==> src/rtl/lab2_bcd_scan_counter.sv <==
// rtl/lab2_bcd_scan_counter.sv - 4-digit BCD up/down counter with multiplexed 7-segment scan outputs
// Optional leading-zero blanking: define LAB2_BLANK_LEADING_ZERO_EN.

module lab2_bcd_scan_counter #(
  parameter int SCAN_DIV = 4
) (
  input  logic        clk,
  input  logic        rst_n,
  input  logic        en,
  input  logic        up,
  input  logic        load,
  input  logic [15:0] load_val,
  output logic [15:0] count,
  output logic        wrap,
  output logic [3:0]  bcd_out,
  output logic [3:0]  dig_sel
);

  // Keep the divider at least one bit wide so SCAN_DIV=1 still elaborates.
  localparam int DIV_W = (SCAN_DIV > 1) ? $clog2(SCAN_DIV) : 1;
  localparam logic [DIV_W-1:0] DIV_LAST = DIV_W'(SCAN_DIV - 1);

  logic [DIV_W-1:0] div;
  logic [1:0]       idx;

  logic [15:0] load_sat;
  logic [15:0] count_inc;
  logic [15:0] count_dec;
  logic        inc_carry;
  logic        dec_borrow;
  logic [3:0]  digit;
  logic [3:0]  digit_zero;

  always_comb begin
    load_sat = '0;
    for (int i = 0; i < 4; i++) begin
      load_sat[4*i +: 4] = (load_val[4*i +: 4] > 4'd9) ? 4'd9 : load_val[4*i +: 4];
    end
  end

  // Ripple carry: a digit only moves while everything below it rolled over.
  always_comb begin
    count_inc = count;
    inc_carry = 1'b1;
    for (int i = 0; i < 4; i++) begin
      if (inc_carry) begin
        if (count[4*i +: 4] == 4'd9) begin
          count_inc[4*i +: 4] = 4'd0;
        end else begin
          count_inc[4*i +: 4] = count[4*i +: 4] + 4'd1;
          inc_carry = 1'b0;
        end
      end
    end
  end

  always_comb begin
    count_dec  = count;
    dec_borrow = 1'b1;
    for (int i = 0; i < 4; i++) begin
      if (dec_borrow) begin
        if (count[4*i +: 4] == 4'd0) begin
          count_dec[4*i +: 4] = 4'd9;
        end else begin
          count_dec[4*i +: 4] = count[4*i +: 4] - 4'd1;
          dec_borrow = 1'b0;
        end
      end
    end
  end

  always_ff @(posedge clk or negedge rst_n) begin
    if (!rst_n) begin
      count <= 16'h0000;
      wrap  <= 1'b0;
    end else if (load) begin
      count <= load_sat;
      wrap  <= 1'b0;
    end else if (en) begin
      if (up) begin
        count <= count_inc;
        wrap  <= inc_carry;
      end else begin
        count <= count_dec;
        wrap  <= dec_borrow;
      end
    end else begin
      wrap <= 1'b0;
    end
  end

  // Scan timing free-runs; counter activity never touches it.
  always_ff @(posedge clk or negedge rst_n) begin
    if (!rst_n) begin
      div <= '0;
      idx <= 2'd0;
    end else if (div == DIV_LAST) begin
      div <= '0;
      idx <= idx + 2'd1;
    end else begin
      div <= div + DIV_W'(1);
    end
  end

  always_comb begin
    dig_sel = 4'b0001 << idx;
    digit   = count[{idx, 2'b00} +: 4];
    for (int i = 0; i < 4; i++) begin
      digit_zero[i] = (count[4*i +: 4] == 4'd0);
    end
  end

`ifdef LAB2_BLANK_LEADING_ZERO_EN
  logic blank;

  always_comb begin
    case (idx)
      2'd3:    blank = digit_zero[3];
      2'd2:    blank = digit_zero[3] & digit_zero[2];
      2'd1:    blank = digit_zero[3] & digit_zero[2] & digit_zero[1];
      default: blank = 1'b0;
    endcase
    bcd_out = blank ? 4'b1111 : digit;
  end
`else
  logic unused_zero;

  always_comb begin
    unused_zero = ^digit_zero;
    bcd_out     = digit;
  end
`endif

endmodule

==> config.mk <==
export PLATFORM = sky130hd
export DESIGN_NAME = lab2_bcd_scan_counter
export DESIGN_NICKNAME = d
export VERILOG_FILES = /design/src/rtl/lab2_bcd_scan_counter.sv
export SDC_FILE = /design/constraint.sdc
export NUM_CORES = 1
export LEC_CHECK = 0
export ABC_CLOCK_PERIOD_IN_PS = 1900
export CAP_MARGIN = 15
export CORE_MARGIN = 1.5
export CORE_UTILIZATION = 50
export CTS_CLUSTER_SIZE = 20
export DETAILED_ROUTE_END_ITERATION = 10
export PLACE_DENSITY = 0.82
export SLEW_MARGIN = 20
export SYNTH_ARGS = -nofsm -noshare
export SYNTH_HDL_FRONTEND = slang
export SYNTH_SLANG_ARGS = --single-unit
==> constraint.sdc <==
create_clock -name clk -period 1.9 [get_ports clk]
set_input_delay 0.285 -clock clk [delete_from_list [all_inputs] [get_ports clk]]
set_output_delay 0.285 -clock clk [all_outputs]
set_load 0.02 [all_outputs]
## After elaboration in Yosys (flattened, before gate mapping)

Index checks and enable logic that the tools add are counted.

- Register bits: 21
- Bits of input ports: 21
- Output and inout port bits: 25
- Logic and storage cells: 81

- Add/sub/neg operators: 10
- $lt $le $gt $ge: 4
- Equal/unequal tests: 8
- Shift-type cells: 2
- Mux-type cells: 39
- Reductions and logical operators: 11

Operator list:

| operator | count |
|---|---|
| 2-to-1 mux 4 bit | 18 |
| 2-to-1 mux 16 bit | 3 |
| 2-to-1 mux 1 bit | 17 |
| adder 4 x 1 -> 4 bit, second input constant | 4 |
| equality test 4 bit, second input constant | 4 |
| greater-than comparator 4 bit, second input constant | 4 |
| logical NOT 4 bit | 4 |
| indexed part select 16 x 5 -> 4 bit | 1 |
| subtractor 4 x 1 -> 4 bit, second input constant | 4 |
| != test 3 x 1 -> 1 bit, second input constant | 3 |
| AND reduction 3 bit | 3 |
| nonzero test 3 bit | 3 |
| adder 2 x 1 -> 2 bit, second input constant | 2 |
| left shift 1 x 2 -> 4 bit, first input constant | 1 |
| equality test 2 bit, second input constant | 1 |
| 2-to-1 mux 2 bit | 1 |
| nonzero test 2 bit | 1 |

## Depth between registers and ports, before layout

Gate-level depths: netlist (run 1).

- Word-level depth: 8
- Depth in mapped cells: 6
- Mapped depth without buffers: 4

## Least setup slack after synthesis (run 1)

OpenSTA, ideal clock, no wires.

- Path type: register to register
- Start point: register count[6]
- End point: register count[13]
- Setup time: 0.128 ns
- Arrival: 1.661 ns
- Data required time: 1.772 ns
- Path slack: 0.112 ns
- Cell stages (with the launch flop): 6
- Buffers on the path: 1
- Clock period less this slack: 1.788 ns
- Path through: dfrtp_1 -> buf_4 -> and4bb_2 -> a41oi_1 -> nor3_2 -> mux2_1

- Word-level cells in the longest chain between the ends: 6
- Elaborated cells on any way between the ends: 11
- Classes of those cells: eq/ne (2); mux (6); reduce/logical (3)

RTL lines:

| what | line | source |
|---|---|---|
| start, declared | 13 | `output logic [15:0] count,` |
| start signal, assigned | 77 | `count <= load_sat;` |
| start signal, assigned | 81 | `count <= count_inc;` |
| start signal, assigned | 84 | `count <= count_dec;` |
| equality test 4 bit / logical NOT 4 bit (equally long branches) | - |  |
| 2-to-1 mux 1 bit (on tied branches) | 47, 62 |  |
| 2-to-1 mux 1 bit (on tied branches) (2 in series) | 46, 61 |  |
| != test 3 x 1 -> 1 bit (no line) / nonzero test 3 bit (equally long branches) | - |  |
| AND reduction 3 bit (no line) (*) | - |  |

Mark *: on every way between the ends. The rest lies on a longest branch, timed or not.
A chain may end at the register's enable or synchronous reset.

## Worst setup path in the final report (run 1)

- Start point: register count[4]
- End point: output count[4]

No word-level cell between the ends.

==> results of run 1 <==
-- per-layer routing --
metal | vias to the layer above | wire length [um] | GRT usage, %
li1 | 974 | - | -
met1 | 980 | 2250 | 36.3
met2 | 102 | 2690 | 44.6
met3 | 16 | 356 | 3.82
met4 | 0 | 117 | 5.85
met5 | - | 0 | 0
-- repair_timing --
item	in CTS	in global routing
pin swaps	0	1
hold buffers	0	0
endpoints found under the setup margin	8	8
gates resized for setup	8	9
-- worst max path at each step --
stage                  start    endpoint  slack (ns)  cells after the start
CTS                   idx[0]  dig_sel[3]       0.001                      3
global placement          up    count[7]       -0.01                      6
finish              count[4]    count[4]        0.04                      2
global route        count[4]    count[4]       0.005                      2
floorplan           count[6]   count[13]        0.11                      5
detailed placement        up    count[7]       -0.05                      6
-- layout make-up --
class | instances | area (um2)
clock buffer | 3 | 41.3
clock inverter | 1 | 5.00
fill | 288 | 972
inverter | 12 | 45.0
multi-input combinational | 168 | 1280
sequential | 21 | 531
tap | 48 | 60.1
timing repair buffer | 86 | 752
-- stage by stage --
stage	cells	worst slack [ns]	hold WS [ns]
after floorplan	221	0.112	-0.0106
after global placement	335	-0.0124	0.416
final	339	0.0351	0.365
after CTS	339	0.00108	0.374
after detailed placement	335	-0.0499	0.431
after global routing	339	0.00536	0.394
-- worst max-delay path, stage by stage (launching register included) --
cell	delay (ns)
dfrtp_1	0.47
buf_4	0.23
clkdlybuf4s50_1	0.62
-- sequential cells by signal (all words and copies together) (netlist names) --
signal,count
wrap,1
count,16
div,2
idx,2
-- logic make-up (layout without fill, tap and decap cells) --
| family | after synthesis | after routing | synth area share [%] |
|---|---|---|---|
| xor+xnor | 7 | 7 | 3.19 |
| mux | 10 | 10 | 8.20 |
| compound gates | 69 | 69 | 25.0 |
| simple gates | 77 | 77 | 25.9 |
| buf+inv | 32 | 102 | 7.10 |
| fa+ha+maj | 5 | 5 | 3.26 |
| flops | 21 | 21 | 27.3 |
-- power by group through the flow --
stage | Combinational [mW] | Sequential (mW) | Clock (mW)
after global routing | 1.79 | 0.710 | 0.328
after global placement | 1.60 | 0.682 | 0
after floorplan | 0.817 | 0.818 | 0
after CTS | 1.64 | 0.677 | 0.309
after detailed placement | 1.64 | 0.686 | 0
final | 1.66 | 0.704 | 0.302
-- cells in the final DEF (no fill, tap or decap), types with 3 or more instances in the layout --
cell / netlist / layout
mux4_2: 3 / 3
a211oi_1: 3 / 3
or2_2: 3 / 3
ha_1: 5 / 5
a221oi_1: 4 / 4
dfrtp_2: 0 / 4
nand4_1: 5 / 5
o211ai_1: 5 / 5
inv_1: 12 / 12
nand3_1: 4 / 4
a21oi_1: 10 / 10
nor4_1: 3 / 3
o21ai_0: 16 / 16
nand2b_1: 8 / 8
buf_4: 1 / 41
nand4b_1: 3 / 3
nand3b_1: 3 / 3
clkdlybuf4s50_1: 0 / 37
nor2_1: 13 / 13
o22ai_1: 3 / 3
nor2b_1: 7 / 7
dlygate4sd2_1: 0 / 5
nor3_1: 3 / 3
dfrtp_1: 21 / 17
xnor2_1: 5 / 5
clkbuf_8: 0 / 3
nand2_1: 8 / 8
and4b_1: 3 / 3
a31oi_1: 3 / 3
mux2i_1: 3 / 3
==> results.md, run 1 <==
- The run finished with clean final reports.
- The internal power consumption is about 1.5 mW.
- After clock tree synthesis, the clock-pin slew on the worst setup and hold paths is around 0.08 ns.
- The fraction of layout cells with a size suffix above 1 is between 20% and 30%.
- Once layout is complete, the utilization of the core stands at between 70% and 80%.
- The final HPWL from detailed placement is between 4000 and 5000 um.
- Clock tree synthesis selected as its root buffer the cell clkbuf_8.
- For this run, design rule violations remaining after detail routing come to 0.
- Synthesis produced a netlist with a net count of about 250.
- The initial antenna violation count was 0.
- For the final database, setup skew stands at about 0.0028 ns.
- Across the VDD grid, the largest voltage drop is 0.000642 V.
- In this run the deepest clock path goes through 2 buffers.
- The net total in the final layout is around 320.
- The power density relative to cell area is just under 1000 nW/um2.
- Entering global routing, the biggest net connects 22 pins.
- In this run the core area contains 22 standard-cell rows.
- The path class of the lowest-slack min-delay path is primary input to asynchronous set/reset pin.
- The detailed-route wire length is about 5400 um.
- The final weighted congestion in routability-driven placement is approximately 0.87.
- The netlist uses between 60 and 70 different library cells.
- The arrival time at the worst endpoint is between 1.5 and 2 ns.
- For flop-to-flop paths, the worst setup slack is approximately 0.11 ns.
- After synthesis, flip-flops and latches occupy between 20% and 30% of the total area.
- By area the synthesized netlist is led by dfrtp_1 (27%), o21ai_0 (4.2%), mux4_2 (3.5%).
- The worst setup path is captured at a primary output.
- The wire length of the first global-routing pass is around 8700 um.
- The clock period could shrink to 1.86 ns.
- Counting cells, the worst reg-to-reg path comes to 5.
- TritonCTS built the clock tree.
- The share of Yosys cell area claimed by the top area cell type is between 20% and 30%.
- The first detailed-routing pass took 4 iterations.
- The count of endpoints failing hold in the final timing report is 0.
- For the worst setup path, the data required time is roughly 1.6 ns.
- The number of synthesized flops with an enable pin is 0.
- The core footprint is roughly 3700 um2.
- After global routing the overflow that remains totals 0.
- The startpoint identified for the worst register-to-register timing path is count[0].
- Along the worst path, the maximum fanout reaches 12.
- The count of pins over their slew limit is 0.
- The final setup violation count is 0.
- After the first detailed-routing iteration, the DRC count stood at 159.
- The repair_antennas step left the layout with diodes totalling 0.
- Summing all placed instances gives a cell area of between 2000 and 3000 um2.
- The die boundary height is 65.0 um.
- STA classifies the critical path startpoint as a register.
- After synthesis the cells add up to 1920 um2.
- The worst path uses between 90% and 100% of the clock period.
- The number of ports placed on the die boundary is between 40 and 50.
- The number of global-route vias before repair is 1845.
- The total setup buffers inserted after CTS is 0.
- After synthesis, the mean cell area works out to between 8 and 9 um2.
- During synthesis, Yosys emitted a total of 0 warnings.
- In the synthesized netlist the async set-or-reset flop fraction comes to 100%.
- The synthesized design contains 21 register bits.
- The synthesized instance count is ~220.
- The leakage power is around 1.2 nW.
- The dominant cell type by area after synthesis is dfrtp_1.
- The clock drives 21 sinks.
- The post-detailed-route via-to-cell ratio is just over 6.
- Once layout is done, the placed cells without fillers occupy ~2700 um2.
- The commonest cells after synthesis are dfrtp_1 (21), o21ai_0 (16), clkbuf_1 (13), nor2_1 (13), inv_1 (12).
- The count of buffers added on input and output ports is 45.
- In the global route stage, overall resource usage came out at approximately a quarter.
- The portion of total power attributed to sequential cells is 26.4%.
- For the worst-skew pair, the clock arrives at the later sink with an insertion delay of approximately 0.26 ns.
- Of the total power, the share spent switching nets is 43.2%.
- The number of violations of the max-capacitance limit is 0.
- The most used flip-flop cell after synthesis is dfrtp_1.
- In this run the power spent charging and discharging nets is around 1.2 mW.
- The via count of the routed design is around 2100.
- The number of levels the H-tree was split into is 1.
- The post-detailed-route count of antenna-violating nets is 0.
- The worst register-to-register path ends at count[12].
- The highest attainable clock frequency is 536 MHz.
- The initial core utilization is a little over half.
- The class of the most critical setup path is register to primary output.
- TritonCTS created 3 clock buffers.
- The die covers ~4200 um2.
- The clock network fraction of design power is a little under an eighth.
- The die extent in x is ~65 um.
- For the pin with the worst max-slew slack, the measured transition is slightly below 0.5 ns.
- The dominant cell by count in the synthesized netlist is dfrtp_1.
- Setup total negative slack on the finished layout was measured at 0 ns.
- Combinational logic is responsible for between 60% and 70% of the overall power.
- Setup repair after global routing left no endpoint under its margin.
- The total power after layout is roughly 2.7 mW.
- The area overhead of the layout relative to synthesis is 41.3%.
- Headroom to the max-slew limit came out at between 60% and 70%.
- After detailed routing, the average wire length per cell comes to roughly 16 um.
(Power assumes the default switching activity.)
==> inputs of run 2 (changes only) <==
--- a/config.mk
+++ b/config.mk
@@ -16,3 +16,4 @@
 export SYNTH_ARGS = -nofsm -noshare
 export SYNTH_HDL_FRONTEND = slang
 export SYNTH_SLANG_ARGS = --single-unit
+export TNS_END_PERCENT = 100
==> results of run 2 <==
Same layout as run 1: the final DEF is identical, and so are final timing and power.
==> inputs of run 3 (changes only) <==
--- a/config.mk
+++ b/config.mk
@@ -7,12 +7,13 @@
 export LEC_CHECK = 0
 export ABC_CLOCK_PERIOD_IN_PS = 1900
 export CAP_MARGIN = 15
+export CELL_PAD_IN_SITES_DETAIL_PLACEMENT = 1
+export CELL_PAD_IN_SITES_GLOBAL_PLACEMENT = 1
 export CORE_MARGIN = 1.5
-export CORE_UTILIZATION = 50
+export CORE_UTILIZATION = 37
 export CTS_CLUSTER_SIZE = 20
 export DETAILED_ROUTE_END_ITERATION = 10
 export PLACE_DENSITY = 0.82
-export SLEW_MARGIN = 20
 export SYNTH_ARGS = -nofsm -noshare
 export SYNTH_HDL_FRONTEND = slang
 export SYNTH_SLANG_ARGS = --single-unit
==> results.md, run 3 (synthesis gave the netlist of run 1 again) <==
- The internal power consumption is 1.56 mW (+3.1%).
- The clock network fraction of design power came to 11.4% (about the same).
- The total placed instance area is 2720 um2 (+2.7%).
- The remaining max-slew budget at the tightest pin is 72.2% (+4.4 points).
- The net total in the final layout is 325 (+2.2%).
- The antenna diode count came to 0 (unchanged).
- The die extent in x came to 75.1 um (+16%).
- The end-of-flow core utilization is 55.6% (-18 points).
- The multi-input logic area is 1290 um2 (+0.49%).
- The final routed wire length divided by cell count was 17.6 um (+10%).
- The number of global-route vias before repair was 2052 (+11%).
- The number of inserted filler cells in the final layout is 621 (+120%).
- The DRC marker count from the first detailed-route iteration is 112 (-30%).
- The maximum number of pins on one net before global-route repair is 25 (+14%).
- The wire length of the first global-routing pass is 10400 um (+19%).
- The highest fanout seen on the critical path was 12 (unchanged).
- The portion of total power attributed to sequential cells is 26.7% (+0.3 points).
- The clock transition at the register clock pins on the worst setup and hold paths after CTS came to 0.08 ns (about the same).
- The power density relative to cell area is 995 nW/um2 (+1.5%).
- The residual overflow from global routing was 0 (unchanged).
- The total power after layout was 2.79 mW (+4.7%).
- The sequential cell area is 533 um2 (+0.47%).
- The most common cell after layout, fill and taps aside is buf_4.
- The critical path is of the register to primary output type.
- The final weighted congestion in routability-driven placement was 0.809 (-7.3%).
- The type of element launching the critical path is a register.
- The die outline area is 5640 um2 (+33%).
- The remaining routing DRC violations is 0 (unchanged).
- The register with the highest flop count is count.
- The portion of total power attributed to combinational logic was 61.9% (-0.3 points).
- The flow ran to the end, and the final reports show no timing, DRC or antenna violations.
- The count of pins over their slew limit is 0 (unchanged).
- The post-route clock skew was 0.000896 ns (-0.00189 ns).
- The number of ports placed on the die boundary is 46 (unchanged).
- Relative to the synthesized area, the layout overhead comes to 45.8%.
- The highest attainable clock frequency is 540 MHz (+0.66%).
- The number of optimization iterations in the first detailed-route pass was 4 (unchanged).
- The number of rows created at floorplan is 26 (+18%).
- The number of violations of the max-capacitance limit is 0 (unchanged).
- The largest vdd supply drop is 0.000543 V (-15%).
- The clock network latency to the later pin of the worst-skew pair is 0.27 ns (about the same).
- The flip-flop count of the largest register after layout was 16 (unchanged).
- The arrival time at the worst endpoint is 1.57 ns (about the same).
- The final cell area excluding filler cells is 2800 um2 (+3.1%).
- The root buffer selected by CTS is clkbuf_8.
- The post-detailed-route count of antenna-violating nets is 0 (unchanged).
- The via count of the routed design is 2088 (+0.77%).
- The required time at the worst-slack endpoint is 1.62 ns (about the same).
- The post-detailed-route via-to-cell ratio was 5.67 (-7.2%).
- The count of endpoints failing hold in the final timing report is 0 (unchanged).
- STA classifies the critical path endpoint as a primary output.
- The path class of the lowest-slack min-delay path is primary input to asynchronous set/reset pin.
- The actual transition at the worst max-transition pin is 0.417 ns (-0.0662 ns).
- The cts-stage hold buffer count came to 0 (unchanged).
- The final setup violation count is 0 (unchanged).
- The initial antenna violation count was 0 (unchanged).
- The fraction of layout cells with a size suffix above 1 came to 27.2% (+3.5 points).
- The detailed-route wire length is 6480 um (+20%).
- Setup repair after global routing could not meet its margin everywhere.
- The final HPWL from detailed placement is 5000 um (+23%).
- The port buffer count came to 45 (unchanged).
- The initial core utilization is 38.1% (-14 points).
- The leakage power was 1.19 nW (+1.3%).
- The TritonCTS buffer count was 3 (unchanged).
- The largest registers in the layout are count: 16 flops, div: 2 flops, idx: 2 flops.
- The final worst-path cycle share is 97.5% (-0.64 points).
- The TritonCTS sink count is 21 (unchanged).
- The power dissipated by switching net loads was 1.23 mW (+6.9%).
- The die boundary height is 75.1 um (+16%).
- In the layout the commonest cells are buf_4 (49), clkdlybuf4s50_1 (35), o21ai_0 (16), dfrtp_1 (15), nor2_1 (13).
- The worst hold-check slack is 0.366 ns (+0.00116 ns).
- The number of levels the H-tree was split into is 1 (unchanged).
- The time the worst path needs with I/O delays and setup came to 1.85 ns (-0.0122 ns).
- The CTS tree is done.
- The number of buffers on the longest clock path is 2 (unchanged).
- The overall track demand over capacity in global routing came to 24.5% (-2.1 points).
- The core footprint is 5040 um2 (+37%).
- The fraction of power spent switching nets is 44.1% (+0.88 points).
[run 3: cell count changes in the layout (fill, tap and decap cells not counted), sizes merged]
cell,before,now
buf,41,50
clkdlybuf4s15,0,1
clkdlybuf4s50,37,35
clkinv,1,0
[run 3: worst max-delay path, cell delays in order (launching register included)]
cell and delay, ns:
dfrtp_1 0.46, buf_4 0.22, clkdlybuf4s50_1 0.62
[run 3: area by class of cell]
cell class | instances | area share (%)
Multi-Input combinational cell | 168 | 46.0
Timing Repair Buffer | 93 | 28.6
Sequential cell | 21 | 19.0
Tap cell | 70 | 3.13
Clock buffer | 4 | 1.61
Inverter | 12 | 1.61
[run 3: metrics by stage]
step	TNS [ns]	setup slack, ns	cells
3_3_place_gp	-0.490	-0.156	363
5_1_grt	-0.00185	-0.00185	368
4_1_cts	0	0.0206	368
3_5_place_dp	-1.15	-0.195	363
2_1_floorplan	0	0.112	221
6_report	0	0.0473	368
[run 3: what timing repair did]
item,CTS,global route
pin swaps,0,1
endpoints found under the setup margin,12,8
buffers inserted,1,0
gates resized for setup,18,12
[run 3: final timing paths]
kind | from | endpoint | slack [ns] | depth (start not counted)
max | count[8] | count[8] | 0.05 | 2
min | rst_n | count[0] | 0.37 | 2
min in group clk | div[0] | div[0] | 0.44 | 1
max reg2reg | count[5] | count[10] | 0.06 | 5
max in group asynchronous | rst_n | idx[1] | 1.27 | 2
min reg2reg | div[0] | div[0] | 0.44 | 1
[run 3: metal layers]
metal | wire length (um) | GRT usage (%) | vias to the layer above
li1 | - | - | 991
met1 | 2730 | 31.4 | 1028
met2 | 3330 | 43.2 | 56
met3 | 276 | 2.81 | 13
met4 | 138 | 7.27 | 0
met5 | 0 | 0 | -
[run 3: power by group through the flow]
| stage | clock, mW | combinational, mW | sequential (mW) |
|---|---|---|---|
| after floorplan | 0 | 0.817 | 0.818 |
| after global placement | 0 | 1.66 | 0.696 |
| after detailed placement | 0 | 1.70 | 0.704 |
| after CTS | 0.323 | 1.70 | 0.712 |
| after global routing | 0.342 | 1.86 | 0.755 |
| final | 0.317 | 1.73 | 0.745 |
